### src/rtl/uart_rx_pkg.sv
// Shared types and constants for the UART receiver frame controller.
// Break detection is added to uart_rx_fsm when UART_RX_BREAK_DET_EN is defined.
package uart_rx_pkg;

    typedef enum logic [2:0] {
        IDLE   = 3'd0,
        START  = 3'd1,
        DATA   = 3'd2,
        PARITY = 3'd3,
        STOP   = 3'd4
    } state_t;

    localparam int DATA_WIDTH_DEF = 8;

    localparam int PRESCALE_8  = 8;
    localparam int PRESCALE_16 = 16;
    localparam int PRESCALE_32 = 32;

    localparam logic PAR_EVEN = 1'b0;
    localparam logic PAR_ODD  = 1'b1;

    function automatic logic prescale_legal(input int prescale);
        return (prescale == PRESCALE_8) || (prescale == PRESCALE_16) ||
               (prescale == PRESCALE_32);
    endfunction

endpackage

### src/rtl/uart_rx_edge_bit_counter.sv
// Oversampling edge counter and bit counter for one UART frame.
// Held at zero while disabled; strobes mark the last edge and the sampling edge of each bit.
module uart_rx_edge_bit_counter #(
    parameter int PRESCALE_W = 6,
    parameter int BIT_W      = 4
) (
    input  logic                  clk,
    input  logic                  rst,
    input  logic                  enable,
    input  logic [PRESCALE_W-1:0] prescale,
    output logic [PRESCALE_W-1:0] edge_count,
    output logic [BIT_W-1:0]      bit_cnt,
    output logic                  wrap,
    output logic                  decision
);

    logic [PRESCALE_W-1:0] last_edge;
    logic [PRESCALE_W-1:0] decision_edge;

    assign last_edge     = prescale - PRESCALE_W'(1);
    assign decision_edge = prescale - PRESCALE_W'(2);

    // Strobes are not gated by enable so the FSM can use them to derive enable itself.
    assign wrap     = (edge_count == last_edge);
    assign decision = (edge_count == decision_edge);

    always_ff @(posedge clk) begin
        if (rst || !enable) begin
            edge_count <= '0;
            bit_cnt    <= '0;
        end else if (wrap) begin
            edge_count <= '0;
            bit_cnt    <= bit_cnt + BIT_W'(1);
        end else begin
            edge_count <= edge_count + PRESCALE_W'(1);
        end
    end

endmodule

### src/rtl/uart_rx_fsm.sv
// UART receive frame controller: start detect, deserialization, parity/stop checks.
// Define UART_RX_BREAK_DET_EN to generate the break_det pulse; otherwise it is tied low.
module uart_rx_fsm
    import uart_rx_pkg::*;
#(
    parameter int DATA_WIDTH = DATA_WIDTH_DEF,
    parameter int PRESCALE_W = 6
) (
    input  logic                  clk,
    input  logic                  rst,
    input  logic                  RX_IN,
    input  logic [PRESCALE_W-1:0] Prescale,
    input  logic                  PAR_EN,
    input  logic                  PAR_TYP,
    input  logic                  sampled_bit,
    output logic [PRESCALE_W-1:0] edge_count,
    output logic                  data_sample_en,
    output logic [DATA_WIDTH-1:0] P_DATA,
    output logic                  data_valid,
    output logic                  par_err,
    output logic                  stp_err,
    output logic                  strt_glitch,
    output logic                  break_det
);

    // state  | meaning
    // IDLE   | line idle, waiting for a low RX_IN with a legal Prescale
    // START  | start bit; rejected as a glitch if it samples high
    // DATA   | DATA_WIDTH data bits, LSB first
    // PARITY | optional parity bit
    // STOP   | stop bit; frame outcome pulses are issued here

    localparam int BIT_W = $clog2(DATA_WIDTH + 3);

    state_t                state;
    logic [PRESCALE_W-1:0] prescale_q;
    logic                  par_en_q;
    logic                  par_typ_q;
    logic                  par_mis;
    logic [BIT_W-1:0]      bit_cnt;
    logic [BIT_W-1:0]      data_idx;
    logic                  wrap;
    logic                  decision;
    logic                  glitch_now;
    logic                  run;
    logic                  par_exp;

    // A rejected start drops enable on the same edge so the counter is already clear in IDLE.
    assign glitch_now = (state == START) && decision && sampled_bit;
    assign run        = (state != IDLE) && !glitch_now;
    assign data_idx   = bit_cnt - BIT_W'(1);
    assign par_exp    = (par_typ_q == PAR_ODD) ? ~^P_DATA : ^P_DATA;

    uart_rx_edge_bit_counter #(
        .PRESCALE_W (PRESCALE_W),
        .BIT_W      (BIT_W)
    ) u_counter (
        .clk        (clk),
        .rst        (rst),
        .enable     (run),
        .prescale   (prescale_q),
        .edge_count (edge_count),
        .bit_cnt    (bit_cnt),
        .wrap       (wrap),
        .decision   (decision)
    );

`ifdef UART_RX_BREAK_DET_EN
    logic break_q;
    assign break_det = break_q;
`else
    assign break_det = 1'b0;
`endif

    always_ff @(posedge clk) begin
        if (rst) begin
            state          <= IDLE;
            prescale_q     <= PRESCALE_W'(PRESCALE_8);
            par_en_q       <= 1'b0;
            par_typ_q      <= PAR_EVEN;
            par_mis        <= 1'b0;
            data_sample_en <= 1'b0;
            P_DATA         <= '0;
            data_valid     <= 1'b0;
            par_err        <= 1'b0;
            stp_err        <= 1'b0;
            strt_glitch    <= 1'b0;
`ifdef UART_RX_BREAK_DET_EN
            break_q        <= 1'b0;
`endif
        end else begin
            data_valid  <= 1'b0;
            par_err     <= 1'b0;
            stp_err     <= 1'b0;
            strt_glitch <= 1'b0;
`ifdef UART_RX_BREAK_DET_EN
            break_q     <= 1'b0;
`endif
            case (state)
                IDLE: begin
                    if (!RX_IN && prescale_legal(int'(Prescale))) begin
                        state          <= START;
                        prescale_q     <= Prescale;
                        par_en_q       <= PAR_EN;
                        par_typ_q      <= PAR_TYP;
                        par_mis        <= 1'b0;
                        data_sample_en <= 1'b1;
                    end
                end
                START: begin
                    if (glitch_now) begin
                        strt_glitch    <= 1'b1;
                        state          <= IDLE;
                        data_sample_en <= 1'b0;
                    end else if (wrap) begin
                        state <= DATA;
                    end
                end
                DATA: begin
                    if (decision) begin
                        for (int i = 0; i < DATA_WIDTH; i++) begin
                            if (data_idx == BIT_W'(i)) begin
                                P_DATA[i] <= sampled_bit;
                            end
                        end
                    end
                    if (wrap && (bit_cnt == BIT_W'(DATA_WIDTH))) begin
                        state <= par_en_q ? PARITY : STOP;
                    end
                end
                PARITY: begin
                    if (decision) begin
                        par_mis <= (sampled_bit != par_exp);
                    end
                    if (wrap) begin
                        state <= STOP;
                    end
                end
                STOP: begin
                    // Registered at the sampling edge so the pulses land on the wrap cycle.
                    if (decision) begin
                        par_err    <= par_mis;
                        stp_err    <= !sampled_bit;
                        data_valid <= !par_mis && sampled_bit;
`ifdef UART_RX_BREAK_DET_EN
                        break_q    <= !sampled_bit && (P_DATA == '0);
`endif
                    end
                    if (wrap) begin
                        state          <= IDLE;
                        data_sample_en <= 1'b0;
                    end
                end
                default: begin
                    state          <= IDLE;
                    data_sample_en <= 1'b0;
                end
            endcase
        end
    end

endmodule
### config.mk
export PLATFORM = sky130hd
export DESIGN_NAME = uart_rx_fsm
export DESIGN_NICKNAME = d
export VERILOG_FILES = /design/src/rtl/uart_rx_pkg.sv /design/src/rtl/uart_rx_edge_bit_counter.sv /design/src/rtl/uart_rx_fsm.sv
export SDC_FILE = /design/constraint.sdc
export NUM_CORES = 1
export LEC_CHECK = 0
export ABC_AREA = 1
export BUFFER_PORTS_ARGS = -buffer_cell sky130_fd_sc_hd__buf_2
export CORE_MARGIN = 8
export CORE_UTILIZATION = 45
export CTS_BUF_LIST = sky130_fd_sc_hd__clkbuf_16
export DETAILED_ROUTE_END_ITERATION = 16
export HOLD_SLACK_MARGIN = 0.08
export PLACE_DENSITY = 0.66
export SETUP_SLACK_MARGIN = 0.15
export SLEW_MARGIN = 10
export SYNTH_ARGS = -nofsm -noshare
export SYNTH_HDL_FRONTEND = slang
export SYNTH_SLANG_ARGS = --single-unit
### constraint.sdc
create_clock -name clk -period 3.5 [get_ports clk]
set_clock_uncertainty 0.05 [all_clocks]
set_input_delay 0 -clock clk [delete_from_list [all_inputs] [get_ports clk]]
set_output_delay 0 -clock clk [all_outputs]
set_load 0.02 [all_outputs]
* Word level (Yosys, flattened, before mapping)
Index checks and enable logic that the tools add are counted.
** Word-level totals
- Register bits after elaboration :: 35
- Word-level logic and storage cells :: 107
- Input port bits :: 12
** Cells by class
- Equality and inequality tests :: 25
- Add/sub/neg operators :: 5
- Bitwise operators :: 4
- Reductions and logical operators :: 36
- Muxes and demuxes :: 17
** Operators by type and width (count)
- $reduce_and A3 Y1 :: 9
- $mux W3 :: 7
- $eq A4 B3 Y1 const B :: 4
- $pmux W3 S5 :: 1
- $eq A6 B6 Y1 :: 2
- $eq A6 B6 Y1 const B :: 2
- $ne A2 B2 Y1 const B :: 6
- $eq A4 B2 Y1 const B :: 2
- $reduce_xnor A8 Y1 :: 1
- $reduce_xor A8 Y1 :: 1
- $mux W1 :: 7
- $add A6 B1 Y6 const B :: 1
- $eq A3 B2 Y1 const B :: 2
- $eq A6 B5 Y1 const B :: 1
- $logic_and A1 B1 Y1 :: 6
- $reduce_or A2 Y1 :: 3
- $sub A6 B1 Y6 const B :: 1
- $sub A6 B2 Y6 const B :: 1
- $logic_not A1 Y1 :: 5
- $reduce_and A5 Y1 :: 1
- $add A4 B1 Y4 const B :: 1
- $eq A4 B1 Y1 const B :: 1
- $eq A4 B4 Y1 const B :: 1
- $logic_not A4 Y1 :: 1
- other kinds (15) :: 20

* Depth between registers and ports, before layout
- Depth in word-level cells :: 9
- Gate-level depth with buffers :: 14
- Depth with buffers taken out :: 14

* Modules after synthesis
From an unflattened synthesis, not the netlist that was laid out.
** Unflattened totals
- Cell total of the unflattened synthesis :: 324
- Area total of the unflattened synthesis :: 2123.3 um2
** By module, submodules not included
- uart_rx_fsm :: instances 1, cells each 198, area each 1300.0 um2, sequential area each 500.5 um2
- uart_rx_edge_bit_counter :: instances 1, cells each 126, area each 823.3 um2, sequential area each 200.2 um2

* Worst setup path after synthesis
Ideal clock, no wire load.
- Path kind :: register -> register
- Start :: reg prescale_q[1]
- End :: reg P_DATA[3]
- Setup slack :: 1.749 ns
- Path buffers :: 0
- Required time :: 3.333 ns
- Stages on the path, launching flop included :: 12
- Data arrival time :: 1.584 ns
- Clock period less this slack :: 1.751 ns
- Cell sequence :: dfxtp_1 inv_1 ha_1 nand2_1 nand2_1 nand3b_1 nor2_2 nand2_2 nor2_2 nand3_1 o21ai_1 a21oi_1
** On the way
- Cells in the longest elaborated chain, start to end :: 3
** Ends and longest elaborated chain
- from (decl) :: line uart_rx_fsm.sv:36 : logic [PRESCALE_W-1:0] prescale_q;
- from (signal assigned) :: line uart_rx_fsm.sv:78 : prescale_q <= PRESCALE_W'(PRESCALE_8);
- from (signal assigned) :: line uart_rx_fsm.sv:103 : prescale_q <= Prescale;
- $sub A6 B2 Y6 :: line uart_rx_edge_bit_counter.sv:21 : assign decision_edge = prescale - PRESCALE_W'(2);
- $eq A6 B6 Y1 :: line uart_rx_edge_bit_counter.sv:25 : assign decision = (edge_count == decision_edge);
- $reduce_and A3 Y1 (no source line)
- to (signal, indexed assignment) :: line uart_rx_fsm.sv:123 : P_DATA[i] <= sampled_bit;
- to (decl) :: line uart_rx_fsm.sv:18 : output logic [DATA_WIDTH-1:0] P_DATA,
Every way passes these cells.
A chain may end at the register's enable or synchronous reset.

* Worst setup path after layout
- Start :: reg prescale_q[1]
- End :: reg u_counter.edge_count[0]
** On the way
- Cells in the longest elaborated chain, start to end :: 9
- Elaborated cells on any way between the ends :: 11
- Classes of those cells :: add/sub (2); eq/ne (2); reduce/logical (7)
** Ends and longest elaborated chain
- $sub A6 B2 Y6 :: line uart_rx_edge_bit_counter.sv:21
- $eq A6 B6 Y1 :: line uart_rx_edge_bit_counter.sv:25
- $logic_and A1 B1 Y1 (2 in series) :: line uart_rx_fsm.sv:49 : assign glitch_now = (state == START) && decision && sampled_bit;
- $logic_not A1 Y1 :: line uart_rx_fsm.sv:50 : assign run = (state != IDLE) && !glitch_now;
- $logic_and A1 B1 Y1 :: line uart_rx_fsm.sv:50
- $logic_not A1 Y1 :: line uart_rx_edge_bit_counter.sv:28 : if (rst || !enable) begin
- $logic_or A1 B1 Y1 :: line uart_rx_edge_bit_counter.sv:28
- $reduce_or A2 Y1 (no source line) (*)
- to (signal assigned) :: line uart_rx_edge_bit_counter.sv:35 : edge_count <= edge_count + PRESCALE_W'(1);
- to (decl) :: line uart_rx_edge_bit_counter.sv:11 : output logic [PRESCALE_W-1:0] edge_count,
Mark *: on every way between the ends. The rest lies on a longest branch, timed or not.

==> impl_metrics.json <==
{
  "grt_max_degree": 20,
  "rsz0062_at_grt": "false",
  "yosysMostFrequentCell": "nand2_1",
  "crit_fanout": 6,
  "overflow": 0,
  "post_dp_cell_area_mm2": 0.002295,
  "ys_seq_elements": 35,
  "avgSynthCellArea_um2": 6.747,
  "die_y_um": 84.29,
  "yosysUniqueCellTypes": 32,
  "synth-main-ff-cell": "dfxtp_1",
  "initial_core_util_pct": 45.63,
  "fin_util_pct": 54.48,
  "synth_commonest_cells": "nand2_1, dfxtp_1, nor2_1",
  "gp_congestion": 0.8971,
  "drv_cap": 0,
  "postCtsResizedCells": 0,
  "dieArea_mm2": 0.007104,
  "wl_um": 4814,
  "highest_layer": "met4",
  "syn_to_final_growth_pct": 19.38,
  "setup-tns-final_ns": 0,
  "setup_viol": 0,
  "core_area_mm2": 0.004598,
  "critPathRequiredTime_ns": 3.61,
  "synth_area_leaders": "dfxtp_1, nand2_1, nor2_1, ha_1, inv_1",
  "fillers": 439,
  "hold_buffers": 7,
  "dr.pass1.iters": 4,
  "clock-sinks": 35,
  "drive_gt1_share_pct": 17.90,
  "met2WireLength_um": 2274,
  "gr-usage-all-layers_pct": 13.70,
  "synth_warnings": 0,
  "antenna_found_initial": 0,
  "multi_input_area_mm2": 0.001210,
  "wl_per_cell_um": 11.86,
  "die_x_um": 84.29,
  "p_leak_nw": 1.150,
  "ys_seq_area_share_pct": 33.39,
  "max_clock_freq_ghz": 0.4921,
  "synth_top_area_share_pct": 33.39,
  "worst_pin_slew_ns": 0.5658,
  "clockBufferDepth": 2,
  "cts_buffers": 5,
  "p_per_area_mw_per_mm2": 451.5,
  "syn_area_mm2": 0.002098,
  "grt_pass1_wl_um": 8073,
  "finalPower_mw": 1.131,
  "post-cts-setup-buffers": 0,
  "seq_area_um2": 700.7,
  "layout.nets": 373,
  "async_flop_share_pct": 0,
  "endpoint_kind": "flip-flop",
  "syn-instance-count": 311,
  "timing.hold.ws_ns": 0.2130,
  "clock_latency_ns": 0.28,
  "slew_headroom_pct": 62.04,
  "htree_levels": 2,
  "vias": 1942,
  "grt_pass1_vias": 1803,
  "wl_met3_um": 186,
  "synth_area_leader_cell": "dfxtp_1",
  "drv_slew": 0,
  "met1Wirelength_um": 2268,
  "route.detailed.drc": 0,
  "drtIter0Drc": 74,
  "status": "finished clean",
  "vias_per_cell": 4.783,
  "numPortBuffers": 30,
  "worstSetupPathType": "flip-flop to flip-flop",
  "worst_setup_path_start_kind": "flip-flop",
  "hp-class": "primary input to flip-flop",
  "drt.antenna.violating_nets": 0,
  "synth_edf_count": 0,
  "ir_drop_uv": 213.9,
  "syn_nets": 333,
  "fin_crit_ns": 2.032,
  "post-dp-hpwl_um": 3700,
  "cts_tree": "built",
  "boundaryPins": 32,
  "std_cell_rows": 25,
  "arrival_ns": 2.14,
  "fin_crit_sh_pct": 58.06,
  "finalHoldViolations": 0,
  "cts_root_buf": "clkbuf_16",
  "fin_area_mm2": 0.002505,
  "diodes": 0,
  "path_clk_slew_ns": 0.06
}
[sequential cells by signal, summed over array words and instances, names as in the netlist]
register,cells
P_DATA,8
prescale_q,6
u_counter.edge_count,6
u_counter.bit_cnt,4
state,3
data_sample_en,1
data_valid,1
par_en_q,1
par_err,1
par_mis,1
par_typ_q,1
stp_err,1
strt_glitch,1
[layout make-up]
| class | count | area share, % |
|---|---|---|
| repair buffers | 37 | 8.791 |
| well taps | 54 | 2.697 |
| clock inverters | 3 | 0.5994 |
| clock buffers | 5 | 4.995 |
| inverters | 44 | 6.643 |
| flip-flops and latches | 35 | 27.97 |
| multi-input cells | 228 | 48.30 |
[report_power, final]
part	total, mW	internal (mW)	switching (mW)	leakage [nW]
clock	0.420	0.258	0.162	0.0649
combinational	0.259	0.0924	0.167	0.802
sequential	0.452	0.422	0.0292	0.283
[per-layer routing]
metal,up-vias,global-route usage [%]
met4,0,5.181
met3,8,4.259
met2,28,23.33
met5,-,0
met1,852,15.51
li1,1054,-
[cell families after synthesis]
family / after synthesis / share of synthesized area, %
buffers and inverters: 48 / 8.944
xor gates and xnor gates: 15 / 6.261
other: 1 / 0.1787
and+or+nand+nor: 169 / 36.79
DFF: 35 / 33.39
adders and majority gates: 10 / 5.963
AOI/OAI and AO/OA: 33 / 8.467
[stage by stage]
stage                     worst slack (ns)  instances
after floorplan                      1.749        311
after global placement               1.545        391
after detailed placement             1.516        391
after CTS                            1.466        406
after global routing                 1.272        406
final                                1.468        406
[path summary, 6_finish.rpt]
path | endpoint | depth (start not counted) | from | slack, ns
min reg2reg | data_valid | 1 | par_mis | 0.38
max reg2reg | u_counter.edge_count[0] | 11 | prescale_q[1] | 1.47
min | prescale_q[2] | 5 | RX_IN | 0.21
max | u_counter.edge_count[0] | 11 | prescale_q[1] | 1.47
[critical path: stages, from the launching register on]
cell and delay (ns):
dfxtp_1 0.38, inv_1 0.12, ha_1 0.32, nand2_1 0.07
nand2_1 0.05, nand3b_1 0.19, nor2_2 0.13, nand2_2 0.12
inv_2 0.08, nand3_1 0.13, nand4_2 0.20, nor2_1 0.07
[cells in the final DEF, fill, tap and decap left out]
master,Yosys,final
xor2_1,7,7
clkinv_1,1,3
nand3_4,2,2
nor3_1,8,8
inv_2,9,9
nor2_1,35,35
buf_2,2,30
dfxtp_1,35,35
conb_1,1,1
nor2_4,1,1
nand4_1,2,2
clkinvlp_4,0,1
inv_1,33,33
nand4_2,1,1
clkinv_2,1,1
o211ai_1,1,1
xnor2_1,8,8
o21ai_1,3,3
a211oi_2,1,1
nand3b_1,2,2
dlygate4sd3_1,0,7
o21ai_0,7,7
nand3_1,22,22
a21oi_1,20,20
nor3_2,1,1
nor2_2,6,6
ha_1,10,10
nand2_2,2,2
a21boi_0,1,1
nand2_1,84,84
or2_2,1,1
clkbuf_16,0,5
nand2_4,2,2
Note: power is estimated with default switching activity, not from simulation.
